File: src/rtl/cp0_exc_seq.sv
// cp0_exc_seq: exception / interrupt / ERET / reset sequencer in front of cp0.
// Accepts one event from IDLE, drains the pipeline for FLUSH_CYCLES phi2
// cycles, pulses the cp0 update strobes in COMMIT, then requests a fetch
// redirect.
// Optional feature macro: CP0_EXC_XTLB_EN (XTLB refills use vector offset 0x080).
//
// Redirect handshake: redirect is raised on the edge leaving COMMIT and stays
// high with redirectpc stable until a clk edge samples redirectack=1; that
// edge clears redirect and returns to IDLE (phi2 not required). A reset
// request on the same phi2 edge wins and the ack is ignored.
module cp0_exc_seq #(
  parameter int FLUSH_CYCLES = 2
) (
  input  logic        clk,
  input  logic        rstn,
  input  logic        phi2,
  input  logic        excreq,
  input  logic [4:0]  exccode,
  input  logic [63:0] wbpc,
  input  logic        wbbd,
  input  logic        exctlbrefill,
  input  logic        excxtlb,
  input  logic [7:0]  intpend,
  input  logic [31:0] cp0status,
  input  logic [63:0] cp0epc,
  input  logic [63:0] cp0errorepc,
  input  logic        eretreq,
  input  logic        coldrstreq,
  input  logic        softrstreq,
  input  logic        redirectack,
  output logic        cp0setexl,
  output logic [5:0]  cp0setexccode,
  output logic [65:0] cp0setepc,
  output logic        cp0coldreset,
  output logic        cp0softreset,
  output logic        cp0eret,
  output logic        flush,
  output logic        busy,
  output logic        redirect,
  output logic [63:0] redirectpc,
  output logic [1:0]  dbgstate
);

  typedef enum logic [1:0] {S_IDLE, S_FLUSH, S_COMMIT, S_REDIRECT} state_t;
  typedef enum logic [1:0] {K_EXC, K_ERET, K_COLD, K_SOFT} kind_t;

  state_t      state;
  kind_t       l_kind;
  logic [4:0]  l_code;
  logic [63:0] l_pc;
  logic        l_bd;
  logic        l_refill;
  logic        l_xtlb;
  logic        l_exl;
  logic        l_erl;
  logic        l_bev;
  logic [3:0]  cnt;

  logic        intreq;
  logic        evt;
  logic        rstreq;
  kind_t       sel_kind;
  logic [4:0]  sel_code;
  logic        sel_refill;
  logic [63:0] vecbase;
  logic [63:0] vecoff;
  logic [63:0] tgt;
  logic        unused_ok;

  assign dbgstate  = state;
  assign intreq    = cp0status[0] & ~cp0status[1] & ~cp0status[2] &
                     (|(intpend & cp0status[15:8]));
  assign rstreq    = coldrstreq | softrstreq;
  assign evt       = rstreq | excreq | intreq | eretreq;
  assign unused_ok = ^{cp0status[31:23], cp0status[21:16], cp0status[7:3], excxtlb};

  // Event selection by priority: cold > soft > exception > interrupt > ERET.
  always_comb begin
    sel_kind   = K_EXC;
    sel_code   = exccode;
    sel_refill = 1'b0;
    if (coldrstreq)      sel_kind   = K_COLD;
    else if (softrstreq) sel_kind   = K_SOFT;
    else if (excreq)     sel_refill = exctlbrefill;
    else if (intreq)     sel_code   = 5'd0;
    else                 sel_kind   = K_ERET;
  end

  // Redirect target from the latched event; ERET picks up EPC/ErrorEPC live.
  always_comb begin
    vecbase = l_bev ? 64'hFFFF_FFFF_BFC0_0200 : 64'hFFFF_FFFF_8000_0000;
    vecoff  = 64'h180;
    if (l_refill && !l_exl) begin
`ifdef CP0_EXC_XTLB_EN
      vecoff = l_xtlb ? 64'h080 : 64'h000;
`else
      vecoff = 64'h000;
`endif
    end
    case (l_kind)
      K_EXC:   tgt = vecbase + vecoff;
      K_ERET:  tgt = l_erl ? cp0errorepc : cp0epc;
      default: tgt = 64'hFFFF_FFFF_BFC0_0000;
    endcase
  end

  // Sequencer FSM with registered strobes, flush, busy and redirect.
  always_ff @(posedge clk or negedge rstn) begin
    if (!rstn) begin
      state         <= S_IDLE;
      l_kind        <= K_EXC;
      l_code        <= '0;
      l_pc          <= '0;
      l_bd          <= 1'b0;
      l_refill      <= 1'b0;
      l_xtlb        <= 1'b0;
      l_exl         <= 1'b0;
      l_erl         <= 1'b0;
      l_bev         <= 1'b0;
      cnt           <= '0;
      cp0setexl     <= 1'b0;
      cp0setexccode <= '0;
      cp0setepc     <= '0;
      cp0coldreset  <= 1'b0;
      cp0softreset  <= 1'b0;
      cp0eret       <= 1'b0;
      flush         <= 1'b0;
      busy          <= 1'b0;
      redirect      <= 1'b0;
      redirectpc    <= '0;
    end else begin
      if (phi2) begin
        cp0setexl     <= 1'b0;
        cp0setexccode <= '0;
        cp0setepc     <= '0;
        cp0coldreset  <= 1'b0;
        cp0softreset  <= 1'b0;
        cp0eret       <= 1'b0;
      end
      if (phi2 && state != S_IDLE && rstreq) begin
        // Reset request aborts whatever sequence is in flight.
        state    <= S_FLUSH;
        l_kind   <= coldrstreq ? K_COLD : K_SOFT;
        l_pc     <= wbpc;
        l_refill <= 1'b0;
        cnt      <= 4'(FLUSH_CYCLES);
        flush    <= 1'b1;
        busy     <= 1'b1;
        redirect <= 1'b0;
      end else if (state == S_REDIRECT) begin
        if (redirectack) begin
          state    <= S_IDLE;
          redirect <= 1'b0;
          busy     <= 1'b0;
        end
      end else if (phi2) begin
        case (state)
          S_IDLE: begin
            if (evt) begin
              state    <= S_FLUSH;
              l_kind   <= sel_kind;
              l_code   <= sel_code;
              l_pc     <= wbpc;
              l_bd     <= wbbd;
              l_refill <= sel_refill;
              l_xtlb   <= excxtlb;
              l_exl    <= cp0status[1];
              l_erl    <= cp0status[2];
              l_bev    <= cp0status[22];
              cnt      <= 4'(FLUSH_CYCLES);
              flush    <= 1'b1;
              busy     <= 1'b1;
            end
          end
          S_FLUSH: begin
            if (cnt == 4'd1) begin
              state <= S_COMMIT;
              cnt   <= '0;
              flush <= 1'b0;
              case (l_kind)
                K_EXC: begin
                  cp0setexl     <= 1'b1;
                  cp0setexccode <= {1'b1, l_code};
                  cp0setepc     <= l_exl ? 66'd0 : {1'b1, l_bd, l_pc};
                end
                K_ERET: cp0eret <= 1'b1;
                K_COLD: begin
                  cp0coldreset <= 1'b1;
                  cp0setepc    <= {2'b00, l_pc};
                end
                default: begin
                  cp0softreset <= 1'b1;
                  cp0setepc    <= {2'b00, l_pc};
                end
              endcase
            end else begin
              cnt <= cnt - 4'd1;
            end
          end
          S_COMMIT: begin
            state      <= S_REDIRECT;
            redirect   <= 1'b1;
            redirectpc <= tgt;
          end
          default: state <= S_IDLE;
        endcase
      end
    end
  end

endmodule

File: config.mk
export PLATFORM = sky130hd
export DESIGN_NAME = cp0_exc_seq
export DESIGN_NICKNAME = d
export VERILOG_FILES = /design/src/rtl/cp0_exc_seq.sv
export SDC_FILE = /design/constraint.sdc
export NUM_CORES = 1
export LEC_CHECK = 0
export ABC_AREA = 0
export BUFFER_PORTS_ARGS = -buffer_cell sky130_fd_sc_hd__buf_4
export CAP_MARGIN = 0
export CORE_AREA = 2 2 152 154
export DETAILED_ROUTE_END_ITERATION = 7
export DIE_AREA = 0 0 154 156
export HOLD_SLACK_MARGIN = 0.15
export PLACE_DENSITY_LB_ADDON = 0.3
export SYNTH_ARGS = -nofsm -noshare
export SYNTH_HDL_FRONTEND = slang
export SYNTH_SLANG_ARGS = --single-unit
File: constraint.sdc
create_clock -name clk -period 4.1 [get_ports clk]
set_clock_uncertainty 0.2 [all_clocks]
set_input_delay 0.41 -clock clk [delete_from_list [all_inputs] [get_ports clk]]
set_output_delay 0.41 -clock clk [all_outputs]
set_load 0.005 [all_outputs]
# Word level (Yosys, flattened, before mapping)
# Cells that the tools add are included.
[word_totals]
input_bits = 248
reg_bits = 225
wordCells = 173
out_inout_bits = 145
[op_classes]
addsub = 2
n_reduce_logical = 25
bitwise = 12
n_eq_ne = 12
mux = 102
[op_table]
columns = ["operator", "count"]
rows = [
  ["$mux 66", 7],
  ["$mux 64", 6],
  ["$pmux 66 s2", 1],
  ["$pmux 64 s2", 1],
  ["$add 64x64->64", 1],
  ["$mux 1", 53],
  ["$mux 6", 7],
  ["$mux 30", 1],
  ["$mux 2", 13],
  ["$mux 4", 5],
  ["$mux 5", 4],
  ["$reduce_and 4->1", 5],
  ["$reduce_bool 3->1", 5],
  ["$reduce_and 5->1", 2],
  ["$mux 9", 1],
  ["$ne 3x3->1 const B", 3],
  ["$and 8x8->8", 1],
  ["$ne 4x4->1 const B", 2],
  ["$pmux 4 s2", 1],
  ["$reduce_bool 2->1", 4],
  ["$reduce_or 8->1", 1],
  ["$eq 2x2->1 const B", 3],
  ["$pmux 2 s3", 1],
  ["$eq 2x1->1 const B", 2],
  ["12 further kinds", 23],
]

# Depth between registers and ports, before layout
# Gate-level depths: netlist (run 1).
[depth]
word_depth = 13
mapped_depth = 9
mapped_depth_nobuf = 7

# Worst setup path after synthesis (run 1)
# OpenSTA, ideal clock, no wires.
[synth_path]
path_kind = "register to register"
startpoint = "reg state[0] (netlist: dbgstate[0])"
endpoint = "reg redirectpc[45]"
setup_time_ps = 82
path_buffers = 3
setup_slack_ps = 1813
t_arrival_ps = 2005
stages_incl_launch_ff = 10
t_required_ps = 3818
synth_period_minus_slack_ps = 2287
cell_sequence = "dfrtp_1 inv_1 ha_1 o21bai_2 nor2_1 and3b_1 buf_2 buf_4 buf_2 a31oi_1"
[synth_via]
elab_chain_cells = 5
word_cells_on_any_way = 8
cone_classes = "eq/ne: 2; bitwise: 2; reduce/logical: 4"
[synth_lines]
columns = ["element", "line_no", "text"]
rows = [
  ["from (decl)", "47", "state_t state;"],
  ["from (signal assigned)", "110", "state <= S_IDLE;"],
  ["from (signal assigned)", "142", "state <= S_FLUSH;"],
  ["from (signal assigned)", "152", "state <= S_IDLE;"],
  ["$reduce_bool 2->1", "140", "if (phi2 && state != S_IDLE && rstreq) begin"],
  ["$logic_and 1x1->1 (2 in series)", "140", ""],
  ["$not 1->1 (no source line)", "--", ""],
  ["$reduce_and 4->1 (no source line) *", "--", ""],
  ["to (signal assigned)", "203", "redirectpc <= tgt;"],
  ["to (decl)", "40", "output logic [63:0] redirectpc,"],
]
# Every way passes the cells marked *; elsewhere a longest branch is shown, timed or not.
# A chain may end at the register's enable or synchronous reset.

# Worst setup path in the final report (run 1)
[layout_path]
startpoint = "reg state[1] (netlist: dbgstate[1])"
endpoint = "reg redirectpc[42]"
# The elaborated chain is that of the path after synthesis.

==> results of run 1 <==
==> cells in the final DEF, fill, tap and decap left out, types with 3 or more instances in the layout <==
cell and n:
a22o_1 69, clkbuf_16 25, a22oi_1 4, dfrtp_1 224, o21ai_1 4, diode_2 3
mux2i_1 64, nor2_1 47, a21oi_1 14, clkbuf_8 6, clkinv_2 4, dlygate4sd3_1 200
a21o_1 3, o22a_1 8, nand2b_1 4, mux2_2 6, o2bb2ai_1 5, mux2_4 38
o21ai_0 14, o31ai_1 26, a31oi_1 36, nand2_1 30, ha_1 7, bufinv_16 6
mux2_1 26, buf_4 379, inv_1 13
==> layer usage <==
metal  wire (um)  up-vias
met5           0        -
met4        1610        0
li1            -     3821
met1       12100     4156
met2       16100      363
met3        2500       98
==> worst max-delay path by stage <==
| stage | start | endpoint | cells after the start |
|---|---|---|---|
| after floorplan | dbgstate[0]$_DFFE_PN0P_ | redirectpc[45]$_DFFE_PN0P_ | 9 |
| final | dbgstate[1]$_DFFE_PN0P_ | redirectpc[42]$_DFFE_PN0P_ | 8 |
| after CTS | dbgstate[1]$_DFFE_PN0P_ | redirectpc[28]$_DFFE_PN0P_ | 7 |
| after global routing | dbgstate[0]$_DFFE_PN0P_ | redirectpc[29]$_DFFE_PN0P_ | 7 |
| after global placement | dbgstate[0]$_DFFE_PN0P_ | redirectpc[25]$_DFFE_PN0P_ | 7 |
| after detailed placement | dbgstate[1]$_DFFE_PN0P_ | redirectpc[25]$_DFFE_PN0P_ | 7 |
==> per-stage QoR <==
stage	cells	setup slack, ns
3_3_place_gp	1347	1.25
5_1_grt	1595	0.991
4_1_cts	1592	1.21
3_5_place_dp	1347	1.23
6_report	1595	1.14
2_1_floorplan	733	1.81
==> logic make-up (layout without fill, tap and decap cells) <==
family	Yosys count	count (layout)	synth area share, %
adders and majority gates	7	7	0.916
buffers and inverters	67	641	3.23
DFF	225	225	58.9
and+or+nand+nor	103	103	5.03
other	0	3	0
AOI/OAI and AO/OA	197	197	15.5
muxes	134	134	16.4
==> Yosys cell counts (2+ instances only) <==
cell type,n,area [um2]
dfrtp_1,225,5630
a22o_1,69,604
mux2i_1,64,641
nor2_1,48,180
mux2_4,38,571
a31oi_1,36,225
clkbuf_1,31,116
nand2_1,30,113
mux2_1,26,293
o31ai_1,26,195
a21oi_1,14,70.1
o21ai_0,14,70.1
buf_2,13,65.1
inv_1,13,48.8
o22a_1,8,70.1
ha_1,7,87.6
mux2_2,6,67.6
buf_6,5,56.3
o2bb2ai_1,5,43.8
a22oi_1,4,30.0
nand2b_1,4,25.0
o21ai_1,4,20.0
a21o_1,3,22.5
buf_1,3,11.3
a221oi_1,2,17.5
and3b_1,2,17.5
nand4_1,2,12.5
nor2_2,2,12.5
nor2b_1,2,12.5
nor3_1,2,10.0
nor3b_1,2,15.0
o21a_1,2,15.0
==> final cells by class <==
| cell class | instances | area (um2) |
|---|---|---|
| inverters | 14 | 52.6 |
| flip-flops and latches | 225 | 5630 |
| clock inverters | 14 | 233 |
| fillers | 1517 | 6840 |
| multi-input cells | 441 | 3640 |
| well taps | 285 | 357 |
| clock buffers | 31 | 708 |
| diodes | 3 | 7.51 |
| repair buffers | 582 | 4900 |
==> where the power goes <==
| group | total, mW | switching (mW) | leakage (nW) | internal (mW) |
|---|---|---|---|---|
| registers | 3.27 | 0.477 | 2.77 | 2.79 |
| logic | 2.80 | 1.21 | 4.25 | 1.58 |
| clock network | 2.53 | 0.924 | 0.461 | 1.60 |
==> critical path: stages, from the launching register on <==
cell,delay [ns]
dfrtp_1,0.41
inv_1,0.14
ha_1,0.32
o21bai_2,0.23
nor2_1,0.15
and3b_2,0.73
buf_4,0.37
nor2_1,0.10
a31oi_1,0.19
==> impl_metrics.prom, run 1 <==
# TYPE chip_impl_metric gauge
chip_impl_info{name="status",value="completed"} 1
chip_impl_info{name="cts_tree",value="built"} 1
chip_impl_metric{name="grt_use_met2",unit="%"} 45.4
chip_impl_metric{name="highest_ir_drop_seen_on_vdd",unit="V"} 0.000353
chip_impl_metric{name="areaGrowthSynthToFinish",unit="%"} 62.5
chip_impl_metric{name="dr_total_vias",unit=""} 8438
chip_impl_info{name="clock-root-buffer",value="clkbuf_16"} 1
chip_impl_metric{name="synth.net_count",unit=""} 988
chip_impl_metric{name="gp_weighted_congestion",unit=""} 0.799
chip_impl_metric{name="initial_utilization",unit="%"} 42.7
chip_impl_metric{name="synth_edf_count",unit=""} 0
chip_impl_info{name="criticalPathCategory",value="reg2reg"} 1
chip_impl_metric{name="fin_setup_tns",unit="ns"} 0
chip_impl_metric{name="final_critical_path_share_of_the_clock_period",unit="%"} 72.3
chip_impl_metric{name="hold-worst-slack",unit="ns"} 0.180
chip_impl_metric{name="final_net_count",unit=""} 1544
chip_impl_metric{name="vias_per_cell",unit=""} 5.29
chip_impl_metric{name="portion_of_the_post_synthesis_area_used_by_sequential_elements",unit="%"} 58.9
chip_impl_info{name="hold_class",value="in2reg"} 1
chip_impl_metric{name="static-leakage-power",unit="nW"} 7.49
chip_impl_metric{name="finish.utilization",unit="%"} 69.4
chip_impl_metric{name="wl",unit="um"} 32400
chip_impl_metric{name="die_height",unit="um"} 156
chip_impl_metric{name="dpl_cell_area",unit="um2"} 12600
chip_impl_metric{name="number_of_antenna_violations_at_the_first_check_in_global_routing",unit=""} 3
chip_impl_metric{name="first_global_vias",unit=""} 8879
chip_impl_metric{name="wire_length_of_the_first_global_routing_pass",unit="um"} 50200
chip_impl_info{name="yosys_most_used_dff",value="dfrtp_1"} 1
chip_impl_info{name="min_to",value="redirectpc[23]$_DFFE_PN0P_"} 1
chip_impl_info{name="worst_setup_path_end_kind",value="flip-flop"} 1
chip_impl_metric{name="max-slew-margin-rel",unit="%"} 38.5
chip_impl_metric{name="ys_ff_latch",unit=""} 225
chip_impl_metric{name="crit_arrival",unit="ns"} 3.19
chip_impl_info{name="min-delay-start",value="cp0epc[23]"} 1
chip_impl_info{name="critical_path.reg2reg.endpoint",value="redirectpc[42]$_DFFE_PN0P_"} 1
chip_impl_metric{name="max_clock_freq",unit="MHz"} 337
chip_impl_metric{name="syn-instance-count",unit=""} 733
chip_impl_metric{name="async_reset_ff_share",unit="%"} 100
chip_impl_metric{name="post_synth_instance_area",unit="um2"} 9560
chip_impl_metric{name="setup-violations-final",unit=""} 0
chip_impl_info{name="critical_path.reg2reg.startpoint",value="dbgstate[1]$_DFFE_PN0P_"} 1
chip_impl_metric{name="power.total",unit="mW"} 8.59
chip_impl_metric{name="met1_usage",unit="%"} 30.7
chip_impl_metric{name="drt_iter0_drc",unit=""} 482
chip_impl_metric{name="clock_tree.buffer_depth",unit=""} 3
chip_impl_metric{name="io_pins",unit=""} 393
chip_impl_metric{name="grt_remaining_overflow",unit=""} 0
chip_impl_metric{name="p_per_cell_area",unit="nW/um2"} 553
chip_impl_metric{name="grt_max_degree",unit=""} 107
chip_impl_metric{name="insertion_delay",unit="ns"} 0.51
chip_impl_metric{name="core.rowCount",unit=""} 55
chip_impl_metric{name="tightestPinTransition",unit="ns"} 0.922
chip_impl_metric{name="io_buffers",unit=""} 371
chip_impl_metric{name="gr-usage-all-layers",unit="%"} 26.4
chip_impl_metric{name="antenna_left",unit=""} 0
chip_impl_metric{name="worst-r2r-cell-count",unit=""} 8
chip_impl_metric{name="route.detailed.drc",unit=""} 0
chip_impl_metric{name="timing.hold.worst_path_depth",unit=""} 4
chip_impl_info{name="rsz_0062_raised_after_global_routing",value="false"} 1
chip_impl_metric{name="cts_resized",unit=""} 0
chip_impl_metric{name="wl_per_cell",unit="um"} 20.3
chip_impl_metric{name="dieWidth",unit="um"} 154
chip_impl_metric{name="total_iterations_of_the_first_detailed_routing_run",unit=""} 5
chip_impl_metric{name="ff2ff_setup_slack",unit="ns"} 1.14
chip_impl_metric{name="netlist-cell-type-count",unit=""} 53
chip_impl_metric{name="dp.final_hpwl",unit="um"} 19600
chip_impl_metric{name="cts_hold_buffers",unit=""} 200
chip_impl_info{name="worst_setup_start_kind",value="flip-flop"} 1
chip_impl_metric{name="fp.coreArea",unit="um2"} 22400
chip_impl_metric{name="ctsHtreeMaxLevel",unit=""} 1
chip_impl_metric{name="number_of_sinks_handled_by_clock_tree_synthesis",unit=""} 225
chip_impl_metric{name="grt.met3_usage",unit="%"} 7.33
chip_impl_metric{name="tritoncts.num_buffers",unit=""} 25
chip_impl_metric{name="required_time_of_the_critical_path",unit="ns"} 4.32
chip_impl_metric{name="layout-drive-gt1-share",unit="%"} 37.1
chip_impl_metric{name="clk_pin_slew_worst_paths",unit="ns"} 0.06
chip_impl_info{name="top_usage_layer",value="met2"} 1
chip_impl_metric{name="timing.max_cap.violations",unit=""} 0
chip_impl_metric{name="finish.instance_area",unit="um2"} 15500
chip_impl_metric{name="final.min_clock_period",unit="ns"} 2.96
chip_impl_metric{name="hold_viol_final",unit=""} 0
chip_impl_metric{name="slew_violations",unit=""} 0
chip_impl_metric{name="floorplan.die_area",unit="um2"} 24000
chip_impl_metric{name="cts.repair_timing.setup_buffer_count",unit=""} 0
chip_impl_metric{name="synthesis.yosys.warnings",unit=""} 0
chip_impl_metric{name="peak_fanout_along_the_critical_path",unit=""} 36
chip_impl_metric{name="synth.avg_cell_area",unit="um2"} 13.0
Power figures use the tool's default switching activity.
==> run 2: changes to the inputs <==
Settings changed: CORE_AREA 2 2 152 154 to 2 2 151 153, DIE_AREA 0 0 154 156 to 0 0 153 155.
Clock period 4.1 ns to 2.5 ns, I/O delays scaled along.
==> run 2 against run 1 <==
Die area fell by 1.3%; combinational power rose by 70%; core utilization rose by 1.1 points; largest power group unchanged.
==> impl_metrics.prom, run 2 (same netlist as run 1, synthesis figures left out) <==
# TYPE chip_impl_metric gauge
chip_impl_info{name="status",value="completed"} 1
chip_impl_metric{name="internal_power",unit="mW"} 9.36
chip_impl_metric{name="wl_per_cell",unit="um"} 19.9
chip_impl_metric{name="wire_length_of_the_first_global_routing_pass",unit="um"} 49700
chip_impl_metric{name="final_critical_path_share_of_the_clock_period",unit="%"} 96.6
chip_impl_metric{name="wl",unit="um"} 32200
chip_impl_metric{name="initial_utilization",unit="%"} 43.0
chip_impl_metric{name="fin_setup_tns",unit="ns"} 0
chip_impl_metric{name="pre_cts_ws",unit="ns"} 0.0453
chip_impl_metric{name="fillerInstances",unit=""} 1447
chip_impl_metric{name="slew_violations",unit=""} 0
chip_impl_metric{name="power.switching",unit="mW"} 4.22
chip_impl_info{name="clock-root-buffer",value="clkbuf_16"} 1
chip_impl_metric{name="final_net_count",unit=""} 1571
chip_impl_metric{name="crit_buf_inv",unit=""} 2
chip_impl_metric{name="clock_tree.buffer_depth",unit=""} 3
chip_impl_metric{name="hold_viol_final",unit=""} 0
chip_impl_metric{name="antenna_left",unit=""} 0
chip_impl_metric{name="power_frac_seq",unit="%"} 39.2
chip_impl_metric{name="route.detailed.drc",unit=""} 0
chip_impl_metric{name="io_pins",unit=""} 393
chip_impl_metric{name="core.rowCount",unit=""} 55
chip_impl_metric{name="highest_ir_drop_seen_on_vdd",unit="V"} 0.000564
chip_impl_metric{name="io_buffers",unit=""} 371
chip_impl_metric{name="dr_total_vias",unit=""} 8517
chip_impl_metric{name="finish.instance_area",unit="um2"} 15700
chip_impl_metric{name="static-leakage-power",unit="nW"} 7.56
chip_impl_metric{name="grt_max_degree",unit=""} 74
chip_impl_info{name="rsz_0062_raised_after_global_routing",value="false"} 1
chip_impl_metric{name="hold-worst-slack",unit="ns"} 0.145
chip_impl_metric{name="tightestPinTransition",unit="ns"} 0.859
chip_impl_metric{name="first_global_vias",unit=""} 8999
chip_impl_metric{name="floorplan.die_area",unit="um2"} 23700
chip_impl_metric{name="netSwitchingFraction",unit="%"} 31.1
chip_impl_metric{name="dpl_cell_area",unit="um2"} 12700
chip_impl_metric{name="number_of_antenna_violations_at_the_first_check_in_global_routing",unit=""} 0
chip_impl_info{name="layout_commonest_cell",value="buf_4"} 1
chip_impl_metric{name="areaGrowthSynthToFinish",unit="%"} 64.0
chip_impl_info{name="crit_slowest_cell",value="dfrtp_4"} 1
chip_impl_metric{name="drt_iter0_drc",unit=""} 418
chip_impl_metric{name="number_of_sinks_handled_by_clock_tree_synthesis",unit=""} 225
chip_impl_metric{name="required_time_of_the_critical_path",unit="ns"} 2.66
chip_impl_metric{name="die_height",unit="um"} 155
chip_impl_info{name="critical_path.cell_chain",value="buf_12 -> mux2i_1 -> dlygate4sd3_1 -> a31oi_1"} 1
chip_impl_metric{name="dieWidth",unit="um"} 153
chip_impl_metric{name="fp.coreArea",unit="um2"} 22200
chip_impl_metric{name="diodes",unit=""} 0
chip_impl_metric{name="total_iterations_of_the_first_detailed_routing_run",unit=""} 4
chip_impl_metric{name="ff2ff_setup_slack",unit="ns"} 0.09
chip_impl_metric{name="setup-violations-final",unit=""} 0
chip_impl_metric{name="crit_path_max_incr_delay",unit="ns"} 0.79
chip_impl_metric{name="tritoncts.num_buffers",unit=""} 24
chip_impl_metric{name="gr-usage-all-layers",unit="%"} 26.0
chip_impl_metric{name="grt_remaining_overflow",unit=""} 0
chip_impl_metric{name="gp_weighted_congestion",unit=""} 0.813
chip_impl_metric{name="peak_fanout_along_the_critical_path",unit=""} 32
chip_impl_info{name="cts_tree",value="built"} 1
chip_impl_info{name="hold_class",value="in2reg"} 1
chip_impl_info{name="worst_path_dominant_cell_family",value="buffers and inverters"} 1
chip_impl_info{name="worst_setup_start_kind",value="flip-flop"} 1
chip_impl_metric{name="clk_pin_slew_worst_paths",unit="ns"} 0.06
chip_impl_metric{name="share_clk_of_total_power",unit="%"} 25.7
chip_impl_metric{name="setup_ws",unit="ns"} 0.0861
chip_impl_metric{name="p_per_cell_area",unit="nW/um2"} 866
chip_impl_metric{name="layout-drive-gt1-share",unit="%"} 37.1
chip_impl_metric{name="dp.final_hpwl",unit="um"} 19500
chip_impl_info{name="worst_setup_path_end_kind",value="flip-flop"} 1
chip_impl_info{name="final_cell_mix",value="buf_4, dfrtp_1, dlygate4sd3_1"} 1
chip_impl_metric{name="insertion_delay",unit="ns"} 0.51
chip_impl_metric{name="max_clock_freq",unit="MHz"} 414
chip_impl_metric{name="crit_arrival",unit="ns"} 2.57
chip_impl_metric{name="ctsHtreeMaxLevel",unit=""} 1
chip_impl_metric{name="power.share.combinational",unit="%"} 35.1
chip_impl_metric{name="timing.max_cap.violations",unit=""} 0
chip_impl_metric{name="vias_per_cell",unit=""} 5.26
chip_impl_metric{name="final.min_clock_period",unit="ns"} 2.41
chip_impl_metric{name="max-slew-margin-rel",unit="%"} 42.7
chip_impl_info{name="criticalPathCategory",value="reg2reg"} 1
-- run 2: cell count changes in the layout (fill, tap and decap cells not counted), sizes merged --
cell / before / now
buf: 382 / 395
inv: 16 / 14
clkinv: 4 / 7
clkbuf: 31 / 35
dlygate4sd3: 200 / 214
bufinv: 6 / 1
diode: 3 / 0
-- run 2: final timing paths --
path	from	to	depth (start not counted)
max in group asynchronous	rstn	l_pc[52]$_DFFE_PN0P_	4
setup / recovery	l_erl$_DFFE_PN0P_	redirectpc[40]$_DFFE_PN0P_	4
setup reg to reg	l_erl$_DFFE_PN0P_	redirectpc[40]$_DFFE_PN0P_	4
hold reg to reg	redirectpc[1]$_DFFE_PN0P_	redirectpc[1]$_DFFE_PN0P_	2
min in group asynchronous	rstn	l_pc[42]$_DFFE_PN0P_	3
hold / removal	cp0errorepc[9]	redirectpc[9]$_DFFE_PN0P_	4
-- run 2: final cells by class --
class                           count  area [um2]  share of cell area [%]
Inverter                           14        52.6                   0.335
Multi-Input combinational cell    441        3640                    23.2
Clock buffer                       34         699                    4.46
Clock inverter                     10        80.1                   0.511
Tap cell                          285         357                    2.27
Sequential cell                   225        5630                    35.9
Timing Repair Buffer              610        5220                    33.3
-- run 2: layer usage --
| layer | vias to the layer above | track usage (%) | part of all wire (%) |
|---|---|---|---|
| li1 | 3865 | - | - |
| met5 | - | 0 | 0 |
| met4 | 0 | 10.7 | 4.6 |
| met3 | 78 | 6.41 | 6.8 |
| met2 | 330 | 44.7 | 50 |
| met1 | 4244 | 31.6 | 39 |
-- run 2: worst reg2reg max path: stages, from the launching register on --
cell and delay (ns):
dfrtp_4 0.79, buf_12 0.32, mux2i_1 0.27, dlygate4sd3_1 0.59, a31oi_1 0.10
-- run 2: metrics by stage --
stage | power [mW] | util [%] | instances
after floorplan | 7.47 | - | 733
after CTS | 13.5 | 70.4 | 1618
after global routing | 14.3 | 70.5 | 1619
after global placement | 9.25 | 57.3 | 1360
after detailed placement | 9.36 | 57.3 | 1360
final | 13.6 | 70.5 | 1619
-- run 2: what timing repair did --
action,CTS,global route
gates resized for setup,0,2
hold buffers,214,0
hold endpoints to repair,375,0
setup buffers,0,0
endpoints found under the setup margin,0,69
-- run 2: power groups by stage --
stage          logic [mW]  clock network [mW]  registers (mW)
5_1_grt              5.10                3.74            5.44
4_1_cts              4.66                3.59            5.29
3_5_place_dp         4.01                   0            5.35
2_1_floorplan        2.37                   0            5.10
6_report             4.77                3.49            5.32
3_3_place_gp         3.94                   0            5.31
==> run 3: changes to the inputs <==
==> constraint.sdc (replaced) <==
create_clock -name clk -period 2.5 [get_ports clk]
set_clock_uncertainty 0.2 [all_clocks]
set_input_delay 0 -clock clk [delete_from_list [all_inputs] [get_ports clk]]
set_output_delay 0 -clock clk [all_outputs]
set_load 0.005 [all_outputs]
==> run 3 against run 2 <==
The flow now stops in 4_1_cts; synthesized cell count did not move; area after synthesis stayed put.
==> impl_metrics.prom, run 3 <==
# TYPE chip_impl_metric gauge
chip_impl_metric{name="dpl_cell_area",unit="um2"} 12800
chip_impl_metric{name="netlist-cell-type-count",unit=""} 53
chip_impl_info{name="netlist_top_cells_area",value="dfrtp_1, mux2i_1, a22o_1"} 1
chip_impl_info{name="area_leader_netlist",value="dfrtp_1"} 1
chip_impl_info{name="firstError",value="[ERROR RSZ-0060] Max buffer count reached."} 1
chip_impl_metric{name="synthesis.yosys.warnings",unit=""} 0
chip_impl_info{name="status",value="stopped before the end"} 1
chip_impl_info{name="lastStage",value="4_1_cts"} 1
chip_impl_metric{name="cts_hold_buffers",unit=""} 282
chip_impl_metric{name="core.rowCount",unit=""} 55
chip_impl_metric{name="io_pins",unit=""} 393
chip_impl_info{name="synth.top_cells.by_count",value="dfrtp_1, a22o_1, mux2i_1, nor2_1, mux2_4"} 1
chip_impl_metric{name="synth_edf_count",unit=""} 0
chip_impl_metric{name="cts.repair_timing.setup_buffer_count",unit=""} 0
chip_impl_metric{name="synth.avg_cell_area",unit="um2"} 13.0
chip_impl_metric{name="number_of_sinks_handled_by_clock_tree_synthesis",unit=""} 225
chip_impl_metric{name="yosys.area.top_type_share",unit="%"} 58.9
chip_impl_metric{name="syn-instance-count",unit=""} 733
chip_impl_metric{name="tritoncts.num_buffers",unit=""} 24
chip_impl_metric{name="die_height",unit="um"} 155
chip_impl_metric{name="initial_utilization",unit="%"} 43.0
chip_impl_metric{name="dp.final_hpwl",unit="um"} 20300
chip_impl_metric{name="clock_tree.buffer_depth",unit=""} 3
chip_impl_metric{name="ys_ff_latch",unit=""} 225
chip_impl_metric{name="gp_weighted_congestion",unit=""} 0.823
chip_impl_metric{name="portion_of_the_post_synthesis_area_used_by_sequential_elements",unit="%"} 58.9
chip_impl_metric{name="cts_resized",unit=""} 0
chip_impl_metric{name="dieWidth",unit="um"} 153
chip_impl_metric{name="synth.net_count",unit=""} 988
chip_impl_metric{name="ctsHtreeMaxLevel",unit=""} 1
chip_impl_metric{name="pre_cts_ws",unit="ns"} 0.0942
chip_impl_info{name="clock-root-buffer",value="clkbuf_16"} 1
chip_impl_info{name="synth.most_common_cell",value="dfrtp_1"} 1
chip_impl_metric{name="io_buffers",unit=""} 371
chip_impl_metric{name="numPlacedInstances",unit=""} 1363
chip_impl_metric{name="post_synth_instance_area",unit="um2"} 9560
chip_impl_info{name="yosys_most_used_dff",value="dfrtp_1"} 1
chip_impl_metric{name="async_reset_ff_share",unit="%"} 100
[run 3: stage by stage]
| stage | util (%) | hold slack, ns |
|---|---|---|
| after detailed placement | 57.4 | -0.155 |
| after global placement | 57.4 | -0.154 |
| after floorplan | - | -0.496 |
[run 3: kinds of logic after synthesis]
| group | synth area share [%] |
|---|---|
| flip-flops | 58.9 |
| buffers and inverters | 3.23 |
| adder cells (fa/ha/maj) | 0.916 |
| AND/OR/NAND/NOR | 5.03 |
| multiplexers | 16.4 |
| AO/OA/AOI/OAI | 15.5 |
==> run 4: changes to the inputs <==
Settings changed: CORE_AREA 2 2 151 153 to not set, CORE_UTILIZATION set to 40, DIE_AREA 0 0 153 155 to not set, HOLD_SLACK_MARGIN 0.15 to not set, PLACE_DENSITY_LB_ADDON 0.3 to 0.15.
Clock period 2.5 ns to 3.2 ns, I/O delays scaled along.
==> run 4 against run 3 <==
The flow now finishes without violations.
==> impl_metrics.prom, run 4 (same netlist as run 1, synthesis figures left out) <==
# TYPE chip_impl_metric gauge
chip_impl_metric{name="insertion_delay",unit="ns"} 0.51
chip_impl_metric{name="dieWidth",unit="um"} 157
chip_impl_info{name="layout_commonest_cell",value="buf_4"} 1
chip_impl_metric{name="core.rowCount",unit=""} 56
chip_impl_metric{name="fillerInstances",unit=""} 1680
chip_impl_metric{name="final.min_clock_period",unit="ns"} 3.00
chip_impl_metric{name="multi_input_area",unit="um2"} 3650
chip_impl_info{name="status",value="completed"} 1
chip_impl_metric{name="floorplan.die_area",unit="um2"} 24500
chip_impl_info{name="cts_tree",value="built"} 1
chip_impl_metric{name="wl",unit="um"} 31000
chip_impl_metric{name="clk_pin_slew_worst_paths",unit="ns"} 0.06
chip_impl_metric{name="number_of_sinks_handled_by_clock_tree_synthesis",unit=""} 225
chip_impl_metric{name="slew_violations",unit=""} 0
chip_impl_info{name="hold_class",value="in2reg"} 1
chip_impl_metric{name="fp.coreArea",unit="um2"} 23500
chip_impl_metric{name="final_net_count",unit=""} 1577
chip_impl_metric{name="gp_weighted_congestion",unit=""} 0.802
chip_impl_metric{name="wire_length_of_the_first_global_routing_pass",unit="um"} 47500
chip_impl_metric{name="max-slew-margin-rel",unit="%"} 43.8
chip_impl_info{name="clock-root-buffer",value="clkbuf_16"} 1
chip_impl_metric{name="gr-usage-all-layers",unit="%"} 24.8
chip_impl_metric{name="layout-drive-gt1-share",unit="%"} 36.2
chip_impl_metric{name="peak_fanout_along_the_critical_path",unit=""} 8
chip_impl_metric{name="number_of_antenna_violations_at_the_first_check_in_global_routing",unit=""} 1
chip_impl_metric{name="timing.max_cap.violations",unit=""} 0
chip_impl_metric{name="highest_ir_drop_seen_on_vdd",unit="V"} 0.000550
chip_impl_metric{name="required_time_of_the_critical_path",unit="ns"} 3.45
chip_impl_metric{name="crit_arrival",unit="ns"} 3.25
chip_impl_metric{name="grt_remaining_overflow",unit=""} 0
chip_impl_metric{name="areaGrowthSynthToFinish",unit="%"} 65.6
chip_impl_metric{name="total_iterations_of_the_first_detailed_routing_run",unit=""} 4
chip_impl_metric{name="first_global_vias",unit=""} 8820
chip_impl_metric{name="io_pins",unit=""} 393
chip_impl_metric{name="die_height",unit="um"} 157
chip_impl_metric{name="finish.utilization",unit="%"} 67.4
chip_impl_metric{name="fin_setup_tns",unit="ns"} 0
chip_impl_metric{name="grt_max_degree",unit=""} 79
chip_impl_metric{name="tightestPinTransition",unit="ns"} 0.843
chip_impl_metric{name="route.detailed.drc",unit=""} 0
chip_impl_metric{name="p_per_cell_area",unit="nW/um2"} 674
chip_impl_metric{name="io_buffers",unit=""} 371
chip_impl_metric{name="dpl_cell_area",unit="um2"} 12700
chip_impl_metric{name="cts.repair_timing.setup_buffer_count",unit=""} 0
chip_impl_metric{name="numPlacedInstances",unit=""} 1386
chip_impl_metric{name="initial_utilization",unit="%"} 40.7
chip_impl_metric{name="dr_total_vias",unit=""} 8239
chip_impl_info{name="worst_setup_path_end_kind",value="flip-flop"} 1
chip_impl_metric{name="static-leakage-power",unit="nW"} 7.60
chip_impl_metric{name="finish.instance_area",unit="um2"} 15800
chip_impl_info{name="rsz_0062_raised_after_global_routing",value="false"} 1
chip_impl_metric{name="setup-violations-final",unit=""} 0
chip_impl_metric{name="hold_viol_final",unit=""} 0
chip_impl_metric{name="max_clock_freq",unit="MHz"} 333
chip_impl_metric{name="ctsHtreeMaxLevel",unit=""} 1
chip_impl_info{name="worst_setup_start_kind",value="flip-flop"} 1
chip_impl_metric{name="final_critical_path_share_of_the_clock_period",unit="%"} 93.8
chip_impl_metric{name="layout.area.seq",unit="um2"} 5630
chip_impl_metric{name="tritoncts.num_buffers",unit=""} 24
chip_impl_metric{name="antenna_left",unit=""} 0
chip_impl_metric{name="final_cells",unit=""} 1659
chip_impl_metric{name="vias_per_cell",unit=""} 4.97
chip_impl_info{name="final_cell_mix",value="buf_4, dlygate4sd3_1, dfrtp_1"} 1
chip_impl_metric{name="clock_tree.buffer_depth",unit=""} 3
chip_impl_metric{name="dp.final_hpwl",unit="um"} 19600
chip_impl_metric{name="wl_per_cell",unit="um"} 18.7
chip_impl_info{name="criticalPathCategory",value="reg2reg"} 1
chip_impl_metric{name="drt_iter0_drc",unit=""} 366
run 4: path summary, 6_finish.rpt:
check | startpoint | cells past startpoint | slack (ns) | to
setup / recovery | dbgstate[0]$_DFFE_PN0P_ | 7 | 0.20 | flip-flop
hold / removal | wbpc[0] | 3 | 0.05 | l_pc[0]$_DFFE_PN0P_
setup reg to reg | dbgstate[0]$_DFFE_PN0P_ | 7 | 0.20 | flip-flop
hold reg to reg | redirectpc[17]$_DFFE_PN0P_ | 2 | 0.27 | redirectpc[17]$_DFFE_PN0P_
max in group asynchronous | rstn | 4 | 1.99 | l_erl$_DFFE_PN0P_
min in group asynchronous | rstn | 4 | 0.46 | asynchronous set/reset pin
run 4: layer usage:
metal | wire length (um) | GRT usage [%] | vias up
li1 | - | - | 3873
met1 | 12700 | 29.9 | 4016
met2 | 15000 | 42.6 | 286
met3 | 2090 | 5.54 | 64
met4 | 1280 | 10.9 | 0
met5 | 0 | 0 | -
run 4: repair_timing:
action                                 CTS  global route
gates resized for setup                  0             2
setup endpoints to repair                0             7
endpoints found under the hold margin  380             0
hold buffers                           229             0
run 4: power breakdown:
group / switching [mW] / internal (mW) / total (mW)
combinational: 1.55 / 2.19 / 3.74
clock: 1.11 / 1.67 / 2.78
sequential: 0.573 / 3.58 / 4.15
run 4: final cells by class:
type	instances	share of cell area, %
sequential	225	35.6
antenna	1	0.0158
clock buffer	37	4.68
timing repair buffer	616	33.5
multi-input combinational	441	23.0
tap	319	2.52
clock inverter	6	0.348
inverter	14	0.332
run 4: through the flow:
step | setup slack [ns] | total power, mW | hold slack [ns]
after floorplan | 0.913 | 5.83 | -0.496
after global placement | 0.634 | 7.21 | -0.183
after detailed placement | 0.619 | 7.29 | -0.174
after CTS | 0.0228 | 10.7 | 0.0306
after global routing | 0.0378 | 11.2 | 0.0397
final | 0.199 | 10.7 | 0.0511
run 4: critical path, stage by stage, from the launching register on:
cell	delay, ns
dfrtp_1	0.41
inv_1	0.14
ha_2	0.27
o21bai_2	0.18
dlygate4sd3_1	0.66
nand4_4	0.22
o32ai_1	0.28
dlygate4sd3_1	0.58
